--- config.mk ---
export PLATFORM = sky130hd
export DESIGN_NAME = digit_mux_scheduler
export DESIGN_NICKNAME = d
export VERILOG_FILES = /design/src/rtl/digit_mux_scheduler.sv
export SDC_FILE = /design/constraint.sdc
export NUM_CORES = 1
export LEC_CHECK = 0
export ABC_AREA = 1
export BUFFER_PORTS_ARGS = -buffer_cell sky130_fd_sc_hd__buf_2
export CAP_MARGIN = 5
export CORE_UTILIZATION = 52
export CTS_CLUSTER_DIAMETER = 80
export DETAILED_ROUTE_END_ITERATION = 8
export GPL_TIMING_DRIVEN = 0
export PLACE_DENSITY = 0.83
export SYNTH_ARGS = -nofsm -noshare
export SYNTH_HDL_FRONTEND = slang
export SYNTH_SLANG_ARGS = --single-unit
--- constraint.sdc ---
create_clock -name clk -period 1.82 [get_ports clk]
set_input_delay 0 -clock clk [delete_from_list [all_inputs] [get_ports clk]]
set_output_delay 0 -clock clk [all_outputs]
set_load 0.005 [all_outputs]
--- src/rtl/digit_mux_scheduler.sv ---
// Two-digit display multiplexer for a shared seven-segment decoder.
// Walks SHOW0 -> BLANK0 -> SHOW1 -> BLANK1 and drives the demux enables.
// Incoming digit values are double-buffered and only take effect at a frame
// boundary, so both digits change together and never mid-frame.
module digit_mux_scheduler #(
  parameter int REFRESH_CYCLES = 24000,
  parameter int BLANK_CYCLES   = 4
) (
  input  logic       clk,
  input  logic       reset,
  input  logic       load,
  input  logic [3:0] digit0,
  input  logic [3:0] digit1,
  output logic       load_ack,
  output logic [3:0] seg_value,
  output logic [1:0] digit_en,
  output logic       frame_start
);

  localparam int CMAX = (REFRESH_CYCLES > BLANK_CYCLES) ? REFRESH_CYCLES : BLANK_CYCLES;
  localparam int CW   = (CMAX < 2) ? 1 : $clog2(CMAX);
  localparam logic [CW-1:0] R_LAST = CW'(REFRESH_CYCLES - 1);
  localparam logic [CW-1:0] B_LAST = (BLANK_CYCLES > 0) ? CW'(BLANK_CYCLES - 1) : '0;

  typedef enum logic [1:0] {SHOW0, BLANK0, SHOW1, BLANK1} state_t;

  state_t        state, state_n;
  logic [CW-1:0] cnt;
  logic [3:0]    pend0, pend1, act0, act1;
  logic          pend_valid;
  logic          boundary;

  // Next-state: SHOW slots run REFRESH_CYCLES, BLANK slots BLANK_CYCLES;
  // a zero blank length bypasses the BLANK states entirely.
  always_comb begin
    state_n = state;
    unique case (state)
      SHOW0:  if (cnt == R_LAST) state_n = (BLANK_CYCLES == 0) ? SHOW1 : BLANK0;
      BLANK0: if (cnt == B_LAST) state_n = SHOW1;
      SHOW1:  if (cnt == R_LAST) state_n = (BLANK_CYCLES == 0) ? SHOW0 : BLANK1;
      BLANK1: if (cnt == B_LAST) state_n = SHOW0;
      default: state_n = SHOW0;
    endcase
    boundary = (state != SHOW0) && (state_n == SHOW0);
  end

  // Sequencer, slot counter, handshake pulses and the two-stage digit buffer.
  always_ff @(posedge clk) begin
    if (!reset) begin
      state       <= SHOW0;
      cnt         <= '0;
      pend0       <= 4'h0;
      pend1       <= 4'h0;
      act0        <= 4'h0;
      act1        <= 4'h0;
      pend_valid  <= 1'b0;
      load_ack    <= 1'b0;
      frame_start <= 1'b0;
    end else begin
      state       <= state_n;
      cnt         <= (state_n != state) ? '0 : cnt + CW'(1);
      load_ack    <= load;
      frame_start <= boundary;
      if (boundary) begin
        // A load on the boundary edge goes straight to the display.
        if (load) begin
          act0 <= digit0;
          act1 <= digit1;
        end else if (pend_valid) begin
          act0 <= pend0;
          act1 <= pend1;
        end
        pend_valid <= 1'b0;
      end else if (load) begin
        pend0      <= digit0;
        pend1      <= digit1;
        pend_valid <= 1'b1;
      end
    end
  end

  // Output decode from state; the next digit's nibble is set up during the
  // preceding blank so it is stable before its enable rises.
  always_comb begin
    digit_en  = 2'b00;
    seg_value = act1;
    unique case (state)
      SHOW0:  begin digit_en = 2'b01; seg_value = act0; end
      BLANK0: seg_value = act1;
      SHOW1:  begin digit_en = 2'b10; seg_value = act1; end
      BLANK1: seg_value = act0;
      default: ;
    endcase
  end

endmodule

-- Word-level counts from Yosys, hierarchy flattened
Index checks and enable logic that the tools add are counted.
- bitwise gates (word level): 2
- $mul: 0
- $lt $le $gt $ge: 0
- reduce and logical (&&, ||, !) cells: 11
- shift operators: 0
- muxes and demuxes: 11
- equality and inequality tests: 6
- add/subtract/negate cells: 1
- div/mod/pow operators: 0
- operators by type and width (cell ; number):
    two-way mux 4 bit ; 4
    adder 15 x 1 -> 15 bit (second input constant) ; 1
    == test 15 bit (second input constant) ; 1
    == test 15 x 2 -> 1 bit (second input constant) ; 1
    two-way mux 2 bit ; 4
    one-hot mux 2 bit (4 select lines) ; 1
    one-hot mux 4 bit (2 select lines) ; 1
    OR reduction 2 bit ; 4
    == test 2 bit (second input constant) ; 2
    logical NOT 2 bit ; 2
    one-hot mux 2 bit (2 select lines) ; 1
    AND reduction 2 bit ; 2
    nonzero test 2 bit ; 2
    == test 2 x 1 -> 1 bit (second input constant) ; 1
    inequality test 2 bit ; 1
    inverter 1 bit ; 2
    logical AND 1 bit ; 1
- bits in writable memories: 0
- memories kept: 0
- latch bits: 0
- ROM bits: 0
- output and inout port bits: 8
- flip-flop bits (word level): 36

-- Logic depth before layout (Yosys ltp)
Gate-level depths: netlist of the first run.
- depth in word-level cells: 7
- mapped depth: 15

-- Worst setup path before layout of the first run
No wires, ideal clock.
- path kind: reg-to-reg
- start point: register state[0]
- end point: register pend0[3]
- stages on the path, launching flop included: 13
- buffers on the path: 1
- data required time: 1.707 ns
- slack: -0.102 ns
- arrival time: 1.810 ns
- path through: dfxtp_1 inv_1 ha_1 or2_2 nand2_4 nand2_4 nor2_4 nand2_4 nand2_4 buf_6 nand2_1 nand2_1 nor2_1
- word-level cells in the longest chain between the ends: 6
- RTL lines (element ; line ; text):
    start, declared ; 27 ; state_t state, state_n;
    start signal, assigned ; 60 ; state <= state_n;
    == test 2 bit (tied with other cells) ; 37 ; unique case (state)
    one-hot mux 2 bit (4 select lines) ; 37 ;
    logical NOT 2 bit ; 44 ; boundary = (state != SHOW0) && (state_n == SHOW0);
    logical AND 1 bit * ; 44 ;
    inverter 1 bit (no source line) * ; - ;
    AND reduction 2 bit (no source line) * ; - ;
    end signal, assigned ; 75 ; pend0 <= digit0;
    end, declared ; 29 ; logic [3:0] pend0, pend1, act0, act1;
Mark *: on every way between the ends. The rest lies on a longest branch, timed or not.
A chain may end at the register's enable or synchronous reset.

-- Final worst setup path of the first run
- start point: register state[1]
- end point: register act1[2]
- word-level cells in the longest chain between the ends: 5
- RTL lines (element ; line ; text):
    == test 2 bit (tied with other cells) ; 37 ;
    one-hot mux 2 bit (4 select lines) ; 37 ;
    logical NOT 2 bit ; 44 ;
    logical AND 1 bit * ; 44 ;
    AND reduction 2 bit (no source line) * ; - ;
    end signal, assigned ; 68 ; act1 <= digit1;
    end signal, assigned ; 71 ; act1 <= pend1;
    end, declared ; 29 ;
Marked as above.

==> results.txt, run 1 <==
Critical path's most frequent cell = nand2_4
Number of global-route vias before repair = 1636
CTS Sinks = 36
Placed Instances = 328
Maximum VDD drop = 0.7050 mV
Mapped cell area = 0.001921 sq mm
Layout cells sized above 1 = 31.17%
Worst-Margin Slew = 355.6 ps
Area share of the largest cell type after synthesis = 37.52%
Congestion Overflow GR = 0
Post-synth top cells = 60 x nand2_1, 41 x nor2_1, 36 x dfxtp_1
Finished Layout Cells = 354
Die height = 62.78 microns
Reg power frac = 43.1%
DR WL/cell = 12.91 microns
NumNets Final = 326
CP Cell Sequence = inv_4 -> ha_4 -> or2_4 -> nand2_4 -> nand2_4 -> nor2_4 -> buf_4 -> nand4_1 -> a21oi_1
HP Class = in2reg
EDFF count, synth = 0
Core ar. = 0.003442 sq mm
Post-synth top area cell = dfxtp_1
Total Die Area = 0.003941 sq mm
DRC viols = 0
Setup TNS = 0 ps
Yosys warnings = 0
Drt first pass iters = 4
Clock slew at reported path FFs = 80 ps
Period utilization = 99.03%
Max stage delay on crit path = 400 ps
Die width = 62.78 microns
Number of distinct library cells after synthesis = 30
Top FF cell, synth = dfxtp_1
Max Cap Viol = 0
# rows = 21
Synth-to-Final Area Change = 26.71%
Worst-skew pair later-pin latency = 290 ps
Via count = 1834
# diodes = 0
Synth Register Bits = 36
Post-route cell area = 0.002434 sq mm
CP arrival = 2030 ps
Final HPWL DP = 2.573 mm
Fin. Hold Viols = 0
Met1 global-route usage = 28.60%
Layout Skew = 8.322 ps
Clock network fraction of total power = 34.1%
Slew Limit Headroom = 76.29%
Num CTS Buffers = 5
CTS H-tree lvls = 2
Internal = 1.453 mW
Minimum clock period = 1802 ps
Final Max Slew Viols = 0
CTS max path bufs = 2
FILL cells = 266
GP Congestion = 0.7832
Post-synth ARST share = 0%
Final Hold Slack = 192.3 ps
Largest net degree at the start of global routing = 17
Power Density = 831.0 mW/mm^2
Avg Cell Area, Syn = 7.248 sq um
Final setup violating endpoints = 0
Ports = 19
Syn nets = 284
Status = finished clean
Sw frac = 28.17%
Unrepaired setup endpoints after global routing = yes
Leak pwr = 1.092 nW
Setup CP Type = reg2reg
CTS tree = yes
Combinational Power Share = 22.8%
Cell with the most instances after synthesis = nand2_1
Starting Density = 55.80%
Final wirelength = 4.569 mm
CP Capture Type = flip-flop
Initial antenna violation count = 0
Met3 Use GR = 4.380%
Crit path max fanout = 6
Top post-synthesis cells by area = dfxtp_1 38%, nand2_1 12%, nor2_1 8.0%
Layer with the highest usage = met2
Highest-delay cell along the critical path = dfxtp_4
Sequential fraction of the synthesis area = 37.52%
Vias/cell = 5.181
P_sw = 0.5696 mW
Root buffer cell = clkbuf_8
Placed Area = 0.002068 sq mm
Syn Inst Count = 265
CP Data Required Time = 2050 ps
CP startpoint kind = flip-flop
Pwr Total = 2.022 mW
Iter 0 DRT Violations = 118
GRT Overall Usage = 22.20%
First-pass GRT wire length = 6.996 mm
Antenna Nets Post-Route = 0
Fmax = 554.9 MHz
Number of I/O port buffers = 17
Met2 Usage GRT = 37.50%
## flip-flops by register name, summed over array words and instances (netlist names)
| signal | flops |
|---|---|
| pend_valid | 1 |
| act0 | 4 |
| cnt | 15 |
| load_ack | 1 |
| state | 2 |
| frame_start | 1 |
| pend0 | 4 |
| pend1 | 4 |
| act1 | 4 |
## through the flow
stage | setup slack, ps | utilization [%]
2_1_floorplan | 30.37 | -
3_3_place_gp | -127.3 | 60.09
3_5_place_dp | -144.6 | 60.09
4_1_cts | 12.35 | 66.52
5_1_grt | -59.30 | 70.70
6_report | 17.72 | 70.70
## layer usage
layer / wire length, microns / up-vias
li1: - / 908
met1: 1959 / 864
met2: 2330 / 55
met3: 229 / 7
met4: 48 / 0
met5: 0 / -
## repair_timing
item / 4_1_cts / 5_1_grt
hold buffers: 9 / 0
cloned: 0 / 2
pin swaps: 2 / 6
gates resized for setup: 7 / 19
setup buffers: 2 / 6
hold endpoints to repair: 11 / 0
setup endpoints to repair: 26 / 27
## worst paths after layout
check | from | slack [ps] | cells after the start | end
hold / removal | load | 190 | 4 | pend0[3]
hold reg to reg | act1[2] | 470 | 2 | act1[2]
setup / recovery | state[1] | 20 | 9 | act1[2]
setup reg to reg | state[1] | 20 | 9 | act1[2]
## cells in the final DEF (no fill, tap or decap), drive strengths merged, types with 2 or more instances in the layout
master and n:
dlygate4sd3 9, a21oi 8, dfxtp 36, and3 2
o21ai 15, nor2 56, buf 31, xor2 7
inv 30, xnor2 2, nand4 5, nand3 9
nand2 72, a31oi 2, or2 3, clkbuf 8
ha 8, clkinv 2
## logic make-up after synthesis
group	synth area share [%]
XOR/XNOR	4.104
flip-flops	37.52
AO/OA/AOI/OAI	6.840
buffers and inverters	8.794
adder cells (fa/ha/maj)	5.212
AND/OR/NAND/NOR	37.52
## critical path, delay by kind of cell (launching register included)
family	cells	cell delay [ps]
and+or+nand+nor	5	740
DFF	1	400
AOI/OAI and AO/OA	1	180
adders and majority gates	1	180
buffers and inverters	2	240
## area by class of cell
class                      instances  area (sq um)  share of cell area, %
multi-input combinational        191          1099                  45.14
sequential                        36         733.2                  30.13
timing repair buffer              36         265.3                  10.90
inverter                          31         122.6                  5.039
clock buffer                       6         72.57                  2.982
tap                               46         57.56                  2.365
buffer                             6         48.80                  2.005
clock inverter                     2         35.03                  1.440
## power by group through the flow
stage | logic, mW | clock network, mW | registers [mW]
after global routing | 0.505 | 0.728 | 0.877
final | 0.460 | 0.690 | 0.872
after detailed placement | 0.327 | 0 | 0.886
after floorplan | 0.251 | 0 | 0.881
after global placement | 0.320 | 0 | 0.885
after CTS | 0.354 | 0.698 | 0.869
No activity file was read; power rests on OpenSTA's default activity.
==> inputs of run 2 (changes only) <==
--- a/config.mk
+++ b/config.mk
@@ -8,6 +8,7 @@
 export ABC_AREA = 1
 export BUFFER_PORTS_ARGS = -buffer_cell sky130_fd_sc_hd__buf_2
 export CAP_MARGIN = 5
+export CORE_MARGIN = 3
 export CORE_UTILIZATION = 52
 export CTS_CLUSTER_DIAMETER = 80
 export DETAILED_ROUTE_END_ITERATION = 8
==> results.txt, run 2 (synthesis gave the netlist of run 1 again) <==
Status = finished clean
Reg power frac = 44.4% (+1.3 points)
CP startpoint kind = flip-flop
Max reg flops = 15 (unchanged)
Clock network fraction of total power = 34.3% (+0.2 points)
DR WL/cell = 13.05 microns (+1.1%)
CTS Sinks = 36 (unchanged)
P_sw = 0.5562 mW (-2.4%)
Highest-delay cell along the critical path = dfxtp_2
Initial antenna violation count = 0 (unchanged)
Combinational Power Share = 21.3% (-1.5 points)
Unrepaired setup endpoints after global routing = yes
Fmax = 552.7 MHz (-0.39%)
R2R Path Start = cnt[4]
GP Congestion = 0.8108 (+3.5%)
Setup CP Type = reg2reg
Placed Area = 0.002068 sq mm (unchanged)
Placed Instances = 328 (unchanged)
WHS Path Cells = 5 (+1)
CTS H-tree lvls = 2 (unchanged)
Number of I/O port buffers = 17 (unchanged)
Layout cells sized above 1 = 32.69% (+1.5 points)
Leak pwr = 1.090 nW (-0.14%)
CP Capture Type = flip-flop
Period utilization = 99.41% (+0.39 points)
Worst-Margin Slew = 344.3 ps (-11.29 ps)
Critical path's most frequent cell = nand2_4
Hold Path Origin = load
GRT Overall Usage = 20.60% (-1.6 points)
Slew Limit Headroom = 77.04% (+0.75 points)
CP Data Required Time = 2040 ps (about the same)
Finished Layout Cells = 355 (+0.28%)
Root buffer cell = clkbuf_8
Vias/cell = 4.983 (-3.8%)
Sw frac = 28.00% (-0.17 points)
Die height = 66.78 microns (+6.4%)
HP Class = in2reg
DRC viols = 0 (unchanged)
R2R setup slack = 10 ps (about the same)
Max Cap Viol = 0 (unchanged)
Worst reg2reg path depth = 12 (+3)
Die width = 66.78 microns (+6.4%)
CTS tree = yes
Maximum VDD drop = 0.5240 mV (-26%)
Synth-to-Final Area Change = 27.36%
Number of global-route vias before repair = 1607 (-1.8%)
Congestion Overflow GR = 0 (unchanged)
Power Density = 812.2 mW/mm^2 (-2.3%)
Commonest non-fill, non-tap cells in the layout = 58 x nand2_1, 36 x nor2_1, 27 x dfxtp_1, 25 x inv_1, 20 x buf_2
Via count = 1769 (-3.5%)
Clock slew at reported path FFs = 70 ps (about the same)
Critical path startpoint = cnt[4]
Drt first pass iters = 4 (unchanged)
Final worst slack = 10.68 ps (-7.048 ps)
Final HPWL DP = 2.703 mm (+5.0%)
Hold Path End = pend1[2]
CTS max path bufs = 2 (unchanged)
Final wirelength = 4.631 mm (+1.4%)
CP arrival = 2030 ps (about the same)
CP Cell Sequence = nor2_2 -> nand2_1 -> nor2_2 -> nand2_2 -> nand3_4 -> nand2_4 -> nor2_4 -> nand2_4 -> nand2_4 -> buf_2 -> nor2_1 -> nor2_1
Post-route cell area = 0.002446 sq mm (+0.51%)
Internal = 1.430 mW (-1.5%)
# diodes = 0 (unchanged)
Max stage delay on crit path = 350 ps (-50 ps)
Antenna Nets Post-Route = 0 (unchanged)
Minimum clock period = 1809 ps (+7.048 ps)
Total Die Area = 0.004459 sq mm (+13%)
# rows = 21 (unchanged)
Ports = 19 (unchanged)
First-pass GRT wire length = 6.962 mm (-0.49%)
Iter 0 DRT Violations = 112 (-5.1%)
Worst R2R End = pend1[1]
Worst-skew pair later-pin latency = 280 ps (about the same)
Largest net degree at the start of global routing = 12 (-5)
Fin. Hold Viols = 0 (unchanged)
Biggest register = cnt
Final setup violating endpoints = 0 (unchanged)
Crit path max fanout = 5 (-1)
Starting Density = 55.80% (unchanged)
Layout Skew = 3.328 ps (-4.994 ps)
Num CTS Buffers = 5 (unchanged)
Final Max Slew Viols = 0 (unchanged)
Pre-CTS setup slack = -174.5 ps (-29.95 ps)
NumNets Final = 327 (+0.31%)
Core ar. = 0.003442 sq mm (unchanged)
Commonest non-fill, non-tap cell in the layout = nand2_1
## run 2: through the flow
stage | power [mW] | hold WS [ps] | setup TNS (ps) | util (%)
finish | 1.987 | 176.3 | 0 | 71.07
global route | 2.075 | 216.9 | -872.4 | 71.07
CTS | 1.923 | 162.5 | 0 | 67.03
detailed placement | 1.216 | 246.4 | -1731 | 60.09
global placement | 1.204 | 240.0 | -993.1 | 60.09
floorplan | 1.132 | 120.4 | 0 | -
## run 2: power groups by stage
stage | Sequential (mW) | Combinational (mW) | Clock [mW]
global placement | 0.885 | 0.319 | 0
finish | 0.882 | 0.422 | 0.682
floorplan | 0.881 | 0.251 | 0
global route | 0.886 | 0.462 | 0.727
detailed placement | 0.888 | 0.329 | 0
CTS | 0.870 | 0.361 | 0.692
## run 2: layer usage
| metal | track usage, % | vias up | share of wire (%) |
|---|---|---|---|
| met2 | 35.02 | 45 | 51 |
| met5 | 0 | - | 0 |
| met3 | 4.216 | 10 | 3.9 |
| li1 | - | 904 | - |
| met4 | 7.868 | 0 | 2.1 |
| met1 | 25.31 | 810 | 42 |
## run 2: layout make-up
cell class	instances	area, sq um
Tap cell	46	57.56
Clock buffer	6	72.57
Sequential cell	36	739.5
Buffer	7	55.05
Clock inverter	2	35.03
Fill cell	250	996.0
Inverter	31	120.1
Multi-Input combinational cell	191	1106
Timing Repair Buffer	36	260.3
## run 2: worst max-delay path: cells and delay by family, from the launching register on
family,cells,cell delay (ps)
and+or+nand+nor,11,1220
buffers and inverters,1,190
DFF,1,350
## run 2: worst max-delay path by stage
stage | depth (start not counted) | endpoint | slack (ps)
4_1_cts | 12 | pend0[3] | 20
2_1_floorplan | 12 | pend0[3] | 30
6_report | 12 | pend1[1] | 10
5_1_grt | 15 | pend0[3] | -70
3_3_place_gp | 10 | act0[2] | -120
3_5_place_dp | 10 | act0[2] | -170
## run 2: timing repair
action	CTS	global route
setup endpoints to repair	26	27
pin swaps	1	6
hold buffers	9	0
setup buffers	3	6
gates cloned	0	1
hold endpoints to repair	9	0
gates resized for setup	6	23
==> inputs of run 3 (changes only) <==
--- a/config.mk
+++ b/config.mk
@@ -13,7 +13,7 @@
 export CTS_CLUSTER_DIAMETER = 80
 export DETAILED_ROUTE_END_ITERATION = 8
 export GPL_TIMING_DRIVEN = 0
-export PLACE_DENSITY = 0.83
+export PLACE_DENSITY = 0.74
 export SYNTH_ARGS = -nofsm -noshare
 export SYNTH_HDL_FRONTEND = slang
 export SYNTH_SLANG_ARGS = --single-unit
==> constraint.sdc (replaced) <==
create_clock -name clk -period 1.82 [get_ports clk]
set_input_delay 0 -clock clk [delete_from_list [all_inputs] [get_ports clk]]
set_output_delay 0 -clock clk [all_outputs]
set_load 0.02 [all_outputs]
==> results.txt, run 3 (synthesis gave the netlist of run 1 again) <==
Internal = 1.344 mW (-6.0%)
Largest net degree at the start of global routing = 17 (+5)
Critical path startpoint = state[1]
Hold Path End = pend1[0]
Commonest non-fill, non-tap cell in the layout = nand2_1
First-pass GRT wire length = 6.499 mm (-6.7%)
GRT Overall Usage = 19.05% (-1.5 points)
Fin. Hold Viols = 0 (unchanged)
Slew Limit Headroom = 77.29% (+0.24 points)
DR WL/cell = 10.73 microns (-18%)
Commonest non-fill, non-tap cells in the layout = 58 x nand2_1, 37 x nor2_1, 29 x dfxtp_1, 25 x inv_1, 19 x buf_2
Final Max Slew Viols = 0 (unchanged)
Clock network fraction of total power = 31.0% (-3.3 points)
Met2 Usage GRT = 30.07% (-5.0 points)
Worst-Margin Slew = 337.2 ps (-7.188 ps)
CTS tree = yes
Number of I/O port buffers = 17 (unchanged)
NumNets Final = 326 (-0.31%)
Maximum VDD drop = 0.5973 mV (+14%)
Synth-to-Final Area Change = 25.21%
Iter 0 DRT Violations = 114 (+1.8%)
Footprint of the multi-input gates = 0.001079 sq mm (-2.5%)
# diodes = 0 (unchanged)
GP Congestion = 0.7469 (-7.9%)
Met3 Use GR = 3.541% (-0.67 points)
Layer with the highest usage = met2
Starting Density = 55.80% (unchanged)
CTS max path bufs = 2 (unchanged)
FILL cells = 291 (+16%)
Setup CP Type = reg2reg
Final Hold Slack = 219.8 ps (+43.50 ps)
R2R Path Start = state[1]
Ports = 19 (unchanged)
CP Capture Type = flip-flop
HP Class = in2reg
Final HPWL DP = 2.572 mm (-4.8%)
Sw frac = 29.45% (+1.4 points)
P_sw = 0.5611 mW (+0.87%)
Final setup violating endpoints = 0 (unchanged)
Drt first pass iters = 4 (unchanged)
Die height = 66.78 microns (unchanged)
Reg power frac = 45.6% (+1.2 points)
Root buffer cell = clkbuf_8
Period utilization = 94.20% (-5.2 points)
CP Data Required Time = 1990 ps (-50 ps)
CP arrival = 1880 ps (-150 ps)
Crit path max fanout = 6 (+1)
Die width = 66.78 microns (unchanged)
Sequential Area = 734.5 sq um (-0.68%)
Worst-skew pair later-pin latency = 290 ps (about the same)
Max reg flops = 15 (unchanged)
Biggest register = cnt
Worst reg2reg path depth = 10 (-2)
Max Cap Viol = 0 (unchanged)
Worst R2R End = act1[0]
R2R setup slack = 110 ps (+90 ps)
Minimum clock period = 1714 ps (-94.96 ps)
Leak pwr = 1.084 nW (-0.58%)
Layout Skew = 12.07 ps (+8.741 ps)
Setup TNS = 0 ps (unchanged)
Core ar. = 0.003442 sq mm (unchanged)
CTS H-tree lvls = 2 (unchanged)
Vias/cell = 4.718 (-5.3%)
Antenna Nets Post-Route = 0 (unchanged)
CTS Sinks = 36 (unchanged)
Power Density = 792.3 mW/mm^2 (-2.4%)
Congestion Overflow GR = 0 (unchanged)
Status = finished clean
Met1 global-route usage = 25.44% (+0.13 points)
Layout cells sized above 1 = 30.84% (-1.8 points)
Via count = 1670 (-5.6%)
Fmax = 583.3 MHz (+5.5%)
Number of global-route vias before repair = 1543 (-4.0%)
Combinational Power Share = 23.4% (+2.1 points)
Total Die Area = 0.004459 sq mm (unchanged)
CP startpoint kind = flip-flop
Hold Path Origin = load
DRC viols = 0 (unchanged)
WHS Path Cells = 4 (-1)
Final wirelength = 3.799 mm (-18%)
Num CTS Buffers = 5 (unchanged)
Clock slew at reported path FFs = 70 ps (about the same)
Initial antenna violation count = 0 (unchanged)
# rows = 21 (unchanged)
## run 3: cell type report
class	instances	share of cell area, %
Clock inverter	1	0.3122
Clock buffer	7	3.590
Buffer	6	2.185
Inverter	31	4.995
Multi-Input combinational cell	191	44.85
Sequential cell	36	30.54
Tap cell	46	2.393
Timing Repair Buffer	36	11.13
## run 3: worst max-delay path: stages (launching register included)
cell,delay (ps)
dfxtp_4,380
inv_2,80
ha_4,170
or2_4,250
nand2_4,90
nand2_4,60
nor2_4,150
nand3_4,130
clkbuf_16,170
nand2_1,60
a21oi_1,60
## run 3: per-layer routing
layer | wire length [microns] | part of all wire, %
met1 | 1955 | 51
met2 | 1656 | 44
met3 | 131 | 3.4
met4 | 55 | 1.4
met5 | 0 | 0
## run 3: worst max-delay path by stage
stage,to,slack (ps),cells after the start
finish,act1[0],110,10
global route,act1[0],-20,11
CTS,act0[1],6,10
detailed placement,pend0[3],-130,12
global placement,pend1[3],-140,12
floorplan,pend0[3],20,12
## run 3: power by group through the flow
stage	clock network (mW)	logic (mW)	registers [mW]
after floorplan	0	0.274	0.884
after global placement	0	0.349	0.885
after detailed placement	0	0.353	0.886
after CTS	0.604	0.373	0.869
after global routing	0.631	0.497	0.874
final	0.591	0.446	0.869
## run 3: metrics by stage
step	std cells	area (sq um)	util (%)	setup slack (ps)	power, mW
after floorplan	265	1934	-	21.45	1.158
after global placement	328	2077	60.34	-136.1	1.234
after detailed placement	328	2077	60.34	-130.3	1.239
after CTS	345	2278	66.19	6.422	1.845
after global routing	354	2405	69.87	-19.86	2.002
final	354	2405	69.87	105.6	1.905
## run 3: what timing repair did
action	4_1_cts	5_1_grt
setup endpoints to repair	26	27
buffers inserted	1	8
hold endpoints to repair	11	0
hold buffers	9	0
cloned	0	1
pin swaps	2	4
gates resized for setup	7	15
